### src/rtl/water_tank_lvl_multi.sv
// Multi-tank pump controller: per-tank probe sync/debounce, fill FSM, min-off hold, timeout and conflict faults.
// Probe-to-motor latency DEB_CYCLES+2 cycles; no backpressure, every output is a registered level.

module water_tank_deb #(
  parameter int DEB_CYCLES = 4
) (
  input  logic clk,
  input  logic reset,
  input  logic raw,
  output logic flt
);
  localparam int CW = (DEB_CYCLES < 2) ? 1 : $clog2(DEB_CYCLES);
  localparam logic [CW-1:0] CNT_LAST = CW'(DEB_CYCLES - 1);

  logic          sync;
  logic [CW-1:0] cnt;

  always_ff @(posedge clk) begin
    if (reset) begin
      sync <= 1'b0;
      flt  <= 1'b0;
      cnt  <= '0;
    end else begin
      sync <= raw;
      if (sync != flt) begin
        if (cnt == CNT_LAST) begin
          flt <= sync;
          cnt <= '0;
        end else begin
          cnt <= cnt + 1'b1;
        end
      end else begin
        cnt <= '0;
      end
    end
  end
endmodule

module water_tank_ch #(
  parameter int MIN_OFF      = 8,
  parameter int FILL_TIMEOUT = 1000
) (
  input  logic clk,
  input  logic reset,
  input  logic flt_low,
  input  logic flt_high,
  input  logic clr,
  output logic motor,
  output logic fault
);
  localparam int TW = (FILL_TIMEOUT < 2) ? 1 : $clog2(FILL_TIMEOUT + 1);
  localparam int HW = (MIN_OFF < 2) ? 1 : $clog2(MIN_OFF + 1);
  localparam logic [TW-1:0] TO_VAL  = TW'(FILL_TIMEOUT);
  localparam logic [HW-1:0] OFF_VAL = HW'(MIN_OFF);
  localparam bit TIMEOUT_EN = (FILL_TIMEOUT != 0);

  typedef enum logic [1:0] {IDLE, FILL, HOLDOFF, FAULT} state_t;

  state_t        state, state_nxt;
  logic [TW-1:0] fill_tmr;
  logic [HW-1:0] hold_cnt;
  logic          conflict;

  always_comb begin
    state_nxt = state;
    conflict  = flt_low & flt_high;
    case (state)
      IDLE: begin
        if (conflict)
          state_nxt = FAULT;
        else if (flt_low && !flt_high)
          state_nxt = FILL;
      end
      FILL: begin
        if (conflict)
          state_nxt = FAULT;
        else if (TIMEOUT_EN && (fill_tmr == TO_VAL))
          state_nxt = FAULT;
        else if (flt_high)
          state_nxt = HOLDOFF;
      end
      HOLDOFF: begin
        if (conflict)
          state_nxt = FAULT;
        else if (hold_cnt == OFF_VAL)
          state_nxt = IDLE;
      end
      FAULT: begin
        if (clr && !conflict)
          state_nxt = HOLDOFF;
      end
      default: state_nxt = IDLE;
    endcase
  end

  // Outputs are registered from the next state so they move on the same edge as the FSM.
  always_ff @(posedge clk) begin
    if (reset) begin
      state    <= IDLE;
      motor    <= 1'b0;
      fault    <= 1'b0;
      fill_tmr <= '0;
      hold_cnt <= '0;
    end else begin
      state <= state_nxt;
      motor <= (state_nxt == FILL);
      fault <= (state_nxt == FAULT);
      if (state_nxt == FILL) begin
        if (state != FILL)
          fill_tmr <= '0;
        else if (fill_tmr != TO_VAL)
          fill_tmr <= fill_tmr + 1'b1;
      end
      if (state_nxt == HOLDOFF) begin
        if (state != HOLDOFF)
          hold_cnt <= '0;
        else if (hold_cnt != OFF_VAL)
          hold_cnt <= hold_cnt + 1'b1;
      end
    end
  end
endmodule

module water_tank_lvl_multi #(
  parameter int N_TANKS      = 4,
  parameter int DEB_CYCLES   = 4,
  parameter int MIN_OFF      = 8,
  parameter int FILL_TIMEOUT = 1000
) (
  input  logic               clk,
  input  logic               reset,
  input  logic [N_TANKS-1:0] low_level,
  input  logic [N_TANKS-1:0] high_level,
  input  logic [N_TANKS-1:0] fault_clr,
  output logic [N_TANKS-1:0] motor,
  output logic [N_TANKS-1:0] fault,
  output logic               any_fault
);
  for (genvar i = 0; i < N_TANKS; i++) begin : g_ch
    logic flt_low;
    logic flt_high;

    water_tank_deb #(.DEB_CYCLES(DEB_CYCLES)) u_deb_low (
      .clk   (clk),
      .reset (reset),
      .raw   (low_level[i]),
      .flt   (flt_low)
    );

    water_tank_deb #(.DEB_CYCLES(DEB_CYCLES)) u_deb_high (
      .clk   (clk),
      .reset (reset),
      .raw   (high_level[i]),
      .flt   (flt_high)
    );

    water_tank_ch #(.MIN_OFF(MIN_OFF), .FILL_TIMEOUT(FILL_TIMEOUT)) u_ch (
      .clk      (clk),
      .reset    (reset),
      .flt_low  (flt_low),
      .flt_high (flt_high),
      .clr      (fault_clr[i]),
      .motor    (motor[i]),
      .fault    (fault[i])
    );
  end

  always_ff @(posedge clk) begin
    if (reset)
      any_fault <= 1'b0;
    else
      any_fault <= |fault;
  end
endmodule

### config.mk
export PLATFORM = sky130hd
export DESIGN_NAME = water_tank_lvl_multi
export DESIGN_NICKNAME = d
export VERILOG_FILES = /design/src/rtl/water_tank_lvl_multi.sv
export SDC_FILE = /design/constraint.sdc
export NUM_CORES = 1
export LEC_CHECK = 0
export ABC_AREA = 0
export BUFFER_PORTS_ARGS = -buffer_cell sky130_fd_sc_hd__buf_2
export CAP_MARGIN = 15
export CORE_ASPECT_RATIO = 1.25
export CORE_UTILIZATION = 41
export DETAILED_ROUTE_END_ITERATION = 6
export PLACE_DENSITY = 0.71
export SYNTH_ARGS = -nofsm -noshare
export SYNTH_HDL_FRONTEND = slang
export SYNTH_SLANG_ARGS = --single-unit
export TNS_END_PERCENT = 30
### constraint.sdc
create_clock -name clk -period 2.1 [get_ports clk]
set_input_delay 0.21 -clock clk [delete_from_list [all_inputs] [get_ports clk]]
set_output_delay 0.21 -clock clk [all_outputs]
set_load 0.05 [all_outputs]
* After elaboration in Yosys (flattened, before gate mapping) *
Cells that the tools add are included.

cells by class
  eq/ne operators = 64
  bitwise logic cells = 12
  muxes and demuxes = 52
  add/sub/neg operators = 16
  reduce and logical (&&, ||, !) cells = 53

operator list
  cell                                                                   number
  10-bit 2-to-1 mux                                                      8
  2-bit 2-to-1 mux                                                       32
  2-bit equality test, second input constant                             24
  10-bit by 1-bit adder with 10-bit output, second input constant        4
  10-bit equality test, second input constant                            4
  10-bit != test, second input constant                                  4
  4-bit 2-to-1 mux                                                       8
  2-bit one-hot mux with 4 select lines                                  4
  2-bit AND reduction                                                    16
  3-bit OR reduction                                                     8
  2-bit by 1-bit adder with 2-bit output, second input constant          8
  4-bit by 1-bit adder with 4-bit output, second input constant          4
  2-bit by 1-bit equality test with 1-bit output, second input constant  8
  4-bit equality test, second input constant                             4
  4-bit != test, second input constant                                   4
  2-bit nonzero test                                                     8
  1-bit logical AND                                                      8
  1-bit logical NOT                                                      8
  2-bit logical NOT                                                      4
  1-bit != test                                                          8
  2-bit by 1-bit != test with 1-bit output, second input constant        4
  2-bit != test, second input constant                                   4
  1-bit inverter                                                         8
  1-bit bitwise AND                                                      4
  4-bit OR reduction                                                     1

word-level totals
  bits in registers = 105
  output and inout port bits = 9
  input port bits = 14
  logic and storage cells = 242

* Longest topological paths before layout *
  depth in word-level cells = 7
  depth in mapped cells = 8
  mapped depth without buffers = 7

* By module *
A second synthesis with hierarchy kept.

second synthesis, totals
  cell total of the unflattened synthesis = 571
  area, all modules = 5,405.2 um^2

by module, submodules not included
  module                seq. area each (um^2)  instances  cells an instance  area an instance (um^2)
  water_tank_ch         360.3                  4          120                1,058.5
  water_tank_deb        80.1                   8          11                 142.6
  water_tank_lvl_multi  20.0                   1          3                  30.0

* Worst setup path after synthesis *
No wires, ideal clock.

  path type = register to register
  from = register g_ch[2].u_ch.hold_cnt[0]
  to = register g_ch[2].u_ch.fill_tmr[7]
  data required time = 1,985 ps
  path buffers = 0
  setup time = 115 ps
  clock period less this slack = 1,987 ps
  setup slack = 113 ps
  stages on the path, launching flop included = 8
  data arrival time = 1,872 ps
  path through = dfxtp_1 -> inv_1 -> ha_1 -> or4bb_1 -> nand2_1 -> nand3_1 -> o31ai_1 -> o21ba_2

on the way
  cells in the longest elaborated chain, start to end = 6

ends and longest elaborated chain
  item                                            line  RTL
  from (decl)                                     61    logic [HW-1:0] hold_cnt;
  from (signal assigned)                          118   hold_cnt <= hold_cnt + 1'b1;
  4-bit equality test                             85    else if (hold_cnt == OFF_VAL)
  2-bit 2-to-1 mux                                85
  2-bit 2-to-1 mux                                83    if (conflict)
  2-bit one-hot mux with 4 select lines           67    case (state)
  2-bit by 1-bit equality test with 1-bit output  108   if (state_nxt == FILL) begin
  2-bit AND reduction (no source line)            n/a
  to (signal assigned)                            112   fill_tmr <= fill_tmr + 1'b1;
  to (decl)                                       60    logic [TW-1:0] fill_tmr;

No other way between the ends.
A chain may end at the register's enable or synchronous reset.

* Worst setup path in the final report *
  from = register g_ch[3].u_ch.hold_cnt[0]
  to = register g_ch[3].u_ch.fill_tmr[9]

on the way
  cells in the longest elaborated chain, start to end = 6

ends and longest elaborated chain
  item                                            line
  from (decl)                                     61
  from (signal assigned)                          118
  4-bit equality test                             85
  2-bit 2-to-1 mux                                85
  2-bit 2-to-1 mux                                83
  2-bit one-hot mux with 4 select lines           67
  2-bit by 1-bit equality test with 1-bit output  108
  2-bit AND reduction (no source line)            n/a
  to (signal assigned)                            112
  to (decl)                                       60

No other way between the ends.

==> metrics <==
PortBufs 22; CTS tree done; Slew Viols, Final 0; maximum clock path buffer count 2; Post-synth EDFFs 0; Inserted Diodes 0; gr ovfl total 0; Setup-failing EPs final 0; first-pass iteration count of the detailed router 4; final-layout fill cell count 1136; pin count of the biggest net entering global routing 35; RSZ-0062 raised after global routing true; Final Critical Period 2.00 ns; hold buffers post-CTS 0; HPWL Detailed 7440 um; Post-route DRC 0; final worst-path cycle share 95.4%; worst path arrival time 2.27 ns; status complete, no violations; area leader, netlist dfxtp_1; Post-Syn Nets 610; Comb pwr share 2.1%; row cnt 44; Slew HR 63.5%; register area 2100 um^2; postcts setup bufs 0; vias per cell 5.46; max_cap viols 0; DIE AREA 12700 um^2; clk slew on worst S/H paths 0.07 ns; 1st-iter DRT viols 116; number of distinct library cells after synthesis 51; Worst setup EP type register; worst setup margin 0.0973 ns; Final Hold Viols 0; Synth Cell Area 5030 um^2; CP peak stage delay 0.52 ns; Hold WS 0.0689 ns; non-filler cells, final 777; switching power 819 uW; critical path, cell by cell inv_1, ha_1, nand3b_1, a221oi_2, o22ai_4, or4_1, a21oi_1; Switching Share 20.3%; Initial Util 42.7%; Setup CP Type reg2reg; clk_lat worst skew 0.35 ns; CTS buffer count 9; fin util 49.6%; via count 4244; WP data required 2.37 ns; total power draw 4.03 mW; Slowest-stage cell, CP or4_1; sequential-to-total area share from yosys stat 41.8%; Synth Flop Type dfxtp_1; Warnings, synthesis 0; WL per Instance 13.4 um; Syn Area/Cell 8.79 um^2; cell internal pwr 3.21 mW; Worst Skew 0.00735 ns; upper clock frequency limit 0.499 GHz; Flop pwr share 50.0%; Synth Register Bits 105; first-pass GRT wire length 17700 um; VDD IR max 0.463 mV; DP Worst Slack -0.0497 ns; Clock Power Share 47.8%; area delta synth->final 16.2%; Final ANT Viol Nets 0; level count of the clock H-tree 3; Hold WC Path Type in2reg; Worst Max-Slew Pin Slew 0.544 ns; footprint of the multi-input gates 2740 um^2; core area 11800 um^2; Die Y 126 um; placed insts 761; Post-synth ARST share 0%; number of global-route vias before repair 4099; Synth Instances 572; Clk Tree Root Cell clkbuf_16; Chip Width 101 um; top-area cell type share of the netlist area 41.8%; Ports 23; GPL Wtd Cong 0.865; layout net count 649; share of cells above drive strength 1 15.3%; WL final 10400 um; GRT Util Overall 16.9%; CP startpoint kind register; Power Density 690 nW/um^2; crit path max fanout 11; top post-synthesis cells by area dfxtp_1 (42%), ha_1 (6.0%), a21oi_1 (4.4%), nor2_1 (4.0%), or4_1 (3.1%); initial antenna violation count 0; clk sinks 105; leakage 2.04 nW
[layer usage]
metal	GRT usage (%)	wire (um)
met2	29.3	5160
met1	20.4	4670
met3	3.33	330
met4	6.82	217
met5	0	0
[worst paths after layout]
| check | startpoint | to | slack, ns | cells past startpoint |
|---|---|---|---|---|
| min | low_level[2] | g_ch[2].u_deb_low.sync | 0.07 | 2 |
| min reg2reg | g_ch[1].u_deb_high.cnt[0] | g_ch[1].u_deb_high.cnt[0] | 0.42 | 1 |
| max | g_ch[3].u_ch.hold_cnt[0] | g_ch[3].u_ch.fill_tmr[9] | 0.1 | 7 |
| max reg2reg | g_ch[3].u_ch.hold_cnt[0] | g_ch[3].u_ch.fill_tmr[9] | 0.1 | 7 |
[metrics by stage]
step | TNS (ns) | area (um^2)
final | 0 | 5840
after global routing | -0.191 | 5840
after CTS | 0 | 5800
after detailed placement | -0.196 | 5440
after global placement | 0 | 5440
after floorplan | 0 | 5030
[state kept, by name, indices dropped and copies added (netlist names)]
name	flops
g_ch.u_ch.fill_tmr	40
g_ch.u_ch.hold_cnt	16
g_ch.u_ch.state	8
g_ch.u_deb_high.cnt	8
g_ch.u_deb_low.cnt	8
g_ch.u_ch.fault	4
g_ch.u_ch.motor	4
g_ch.u_deb_high.flt	4
g_ch.u_deb_high.sync	4
g_ch.u_deb_low.flt	4
g_ch.u_deb_low.sync	4
any_fault	1
[cells by family (layout without fill, tap and decap cells)]
kind of cell | count (synthesis) | count (layout) | synth area share [%]
and+or+nand+nor | 245 | 245 | 27.4
AOI/OAI and AO/OA | 121 | 121 | 15.9
DFF | 105 | 105 | 41.8
buffers and inverters | 55 | 99 | 4.80
adders and majority gates | 24 | 24 | 5.97
muxes | 13 | 13 | 2.59
xor gates and xnor gates | 9 | 9 | 1.57
[critical path: cells and delay by family, from the launching register on]
| family | cells | cell delay [ns] |
|---|---|---|
| compound gates | 3 | 0.72 |
| fa+ha+maj | 1 | 0.17 |
| buf+inv | 1 | 0.08 |
| flops | 1 | 0.34 |
| simple gates | 2 | 0.61 |
[power groups by stage]
stage / logic, mW / clock network [mW] / registers (mW)
final: 0.0856 / 1.93 / 2.02
after global routing: 0.0962 / 2.03 / 2.02
after CTS: 0.0858 / 1.95 / 2.02
after detailed placement: 0.0856 / 0 / 2.06
after global placement: 0.0828 / 0 / 2.06
after floorplan: 0.0540 / 0 / 2.06
[placed cells by master, fill, tap and decap left out, types with 4 or more instances in the layout]
cell type,count
or4_1,21
nand4b_1,6
mux2i_1,13
xnor2_1,9
a21bo_2,4
nand2b_1,16
nor4_1,6
a21oi_1,44
nor2b_1,14
ha_1,24
nand2_1,30
nor3_1,11
nand4_1,10
nand3_1,29
o21ai_0,20
inv_1,30
buf_2,22
clkbuf_16,9
nor2_1,54
or3_1,20
dfxtp_1,104
buf_4,30
nand3b_1,4
o31ai_1,15
a22o_1,4
and3_1,5
[cell usage after synthesis (all sizes together), types with 2 or more instances]
master and number:
dfxtp 105, nor2 54, a21oi 44, inv 30, nand2 30, nand3 30
ha 24, o21ai 23, or4 21, or3 20, nand2b 16, o31ai 16
nor2b 14, mux2i 13, buf 12, clkbuf 12, nor3 12, nand4 10
xnor2 9, nor4 7, a211oi 6, and3 6, nand4b 6, a21bo 4
a22o 4, nand3b 4, o32ai 4, a22oi 3, and2 3, nand4bb 3
nor4b 3, o21a 3, o21ba 3, or2 3, a31o 2, nor3b 2
o31a 2, o41ai 2
[what timing repair did]
action	in CTS	in global routing
resized for setup	3	8
pin swaps	0	4
endpoints found under the setup margin	9	23
[area by class of cell]
| class | instances | share of cell area [%] |
|---|---|---|
| repair buffers | 52 | 5.74 |
| clock inverters | 6 | 1.95 |
| well taps | 161 | 3.45 |
| multi-input cells | 412 | 46.9 |
| flip-flops and latches | 105 | 36.0 |
| clock buffers | 10 | 3.92 |
| inverters | 31 | 1.99 |
Power figures use the tool's default switching activity.
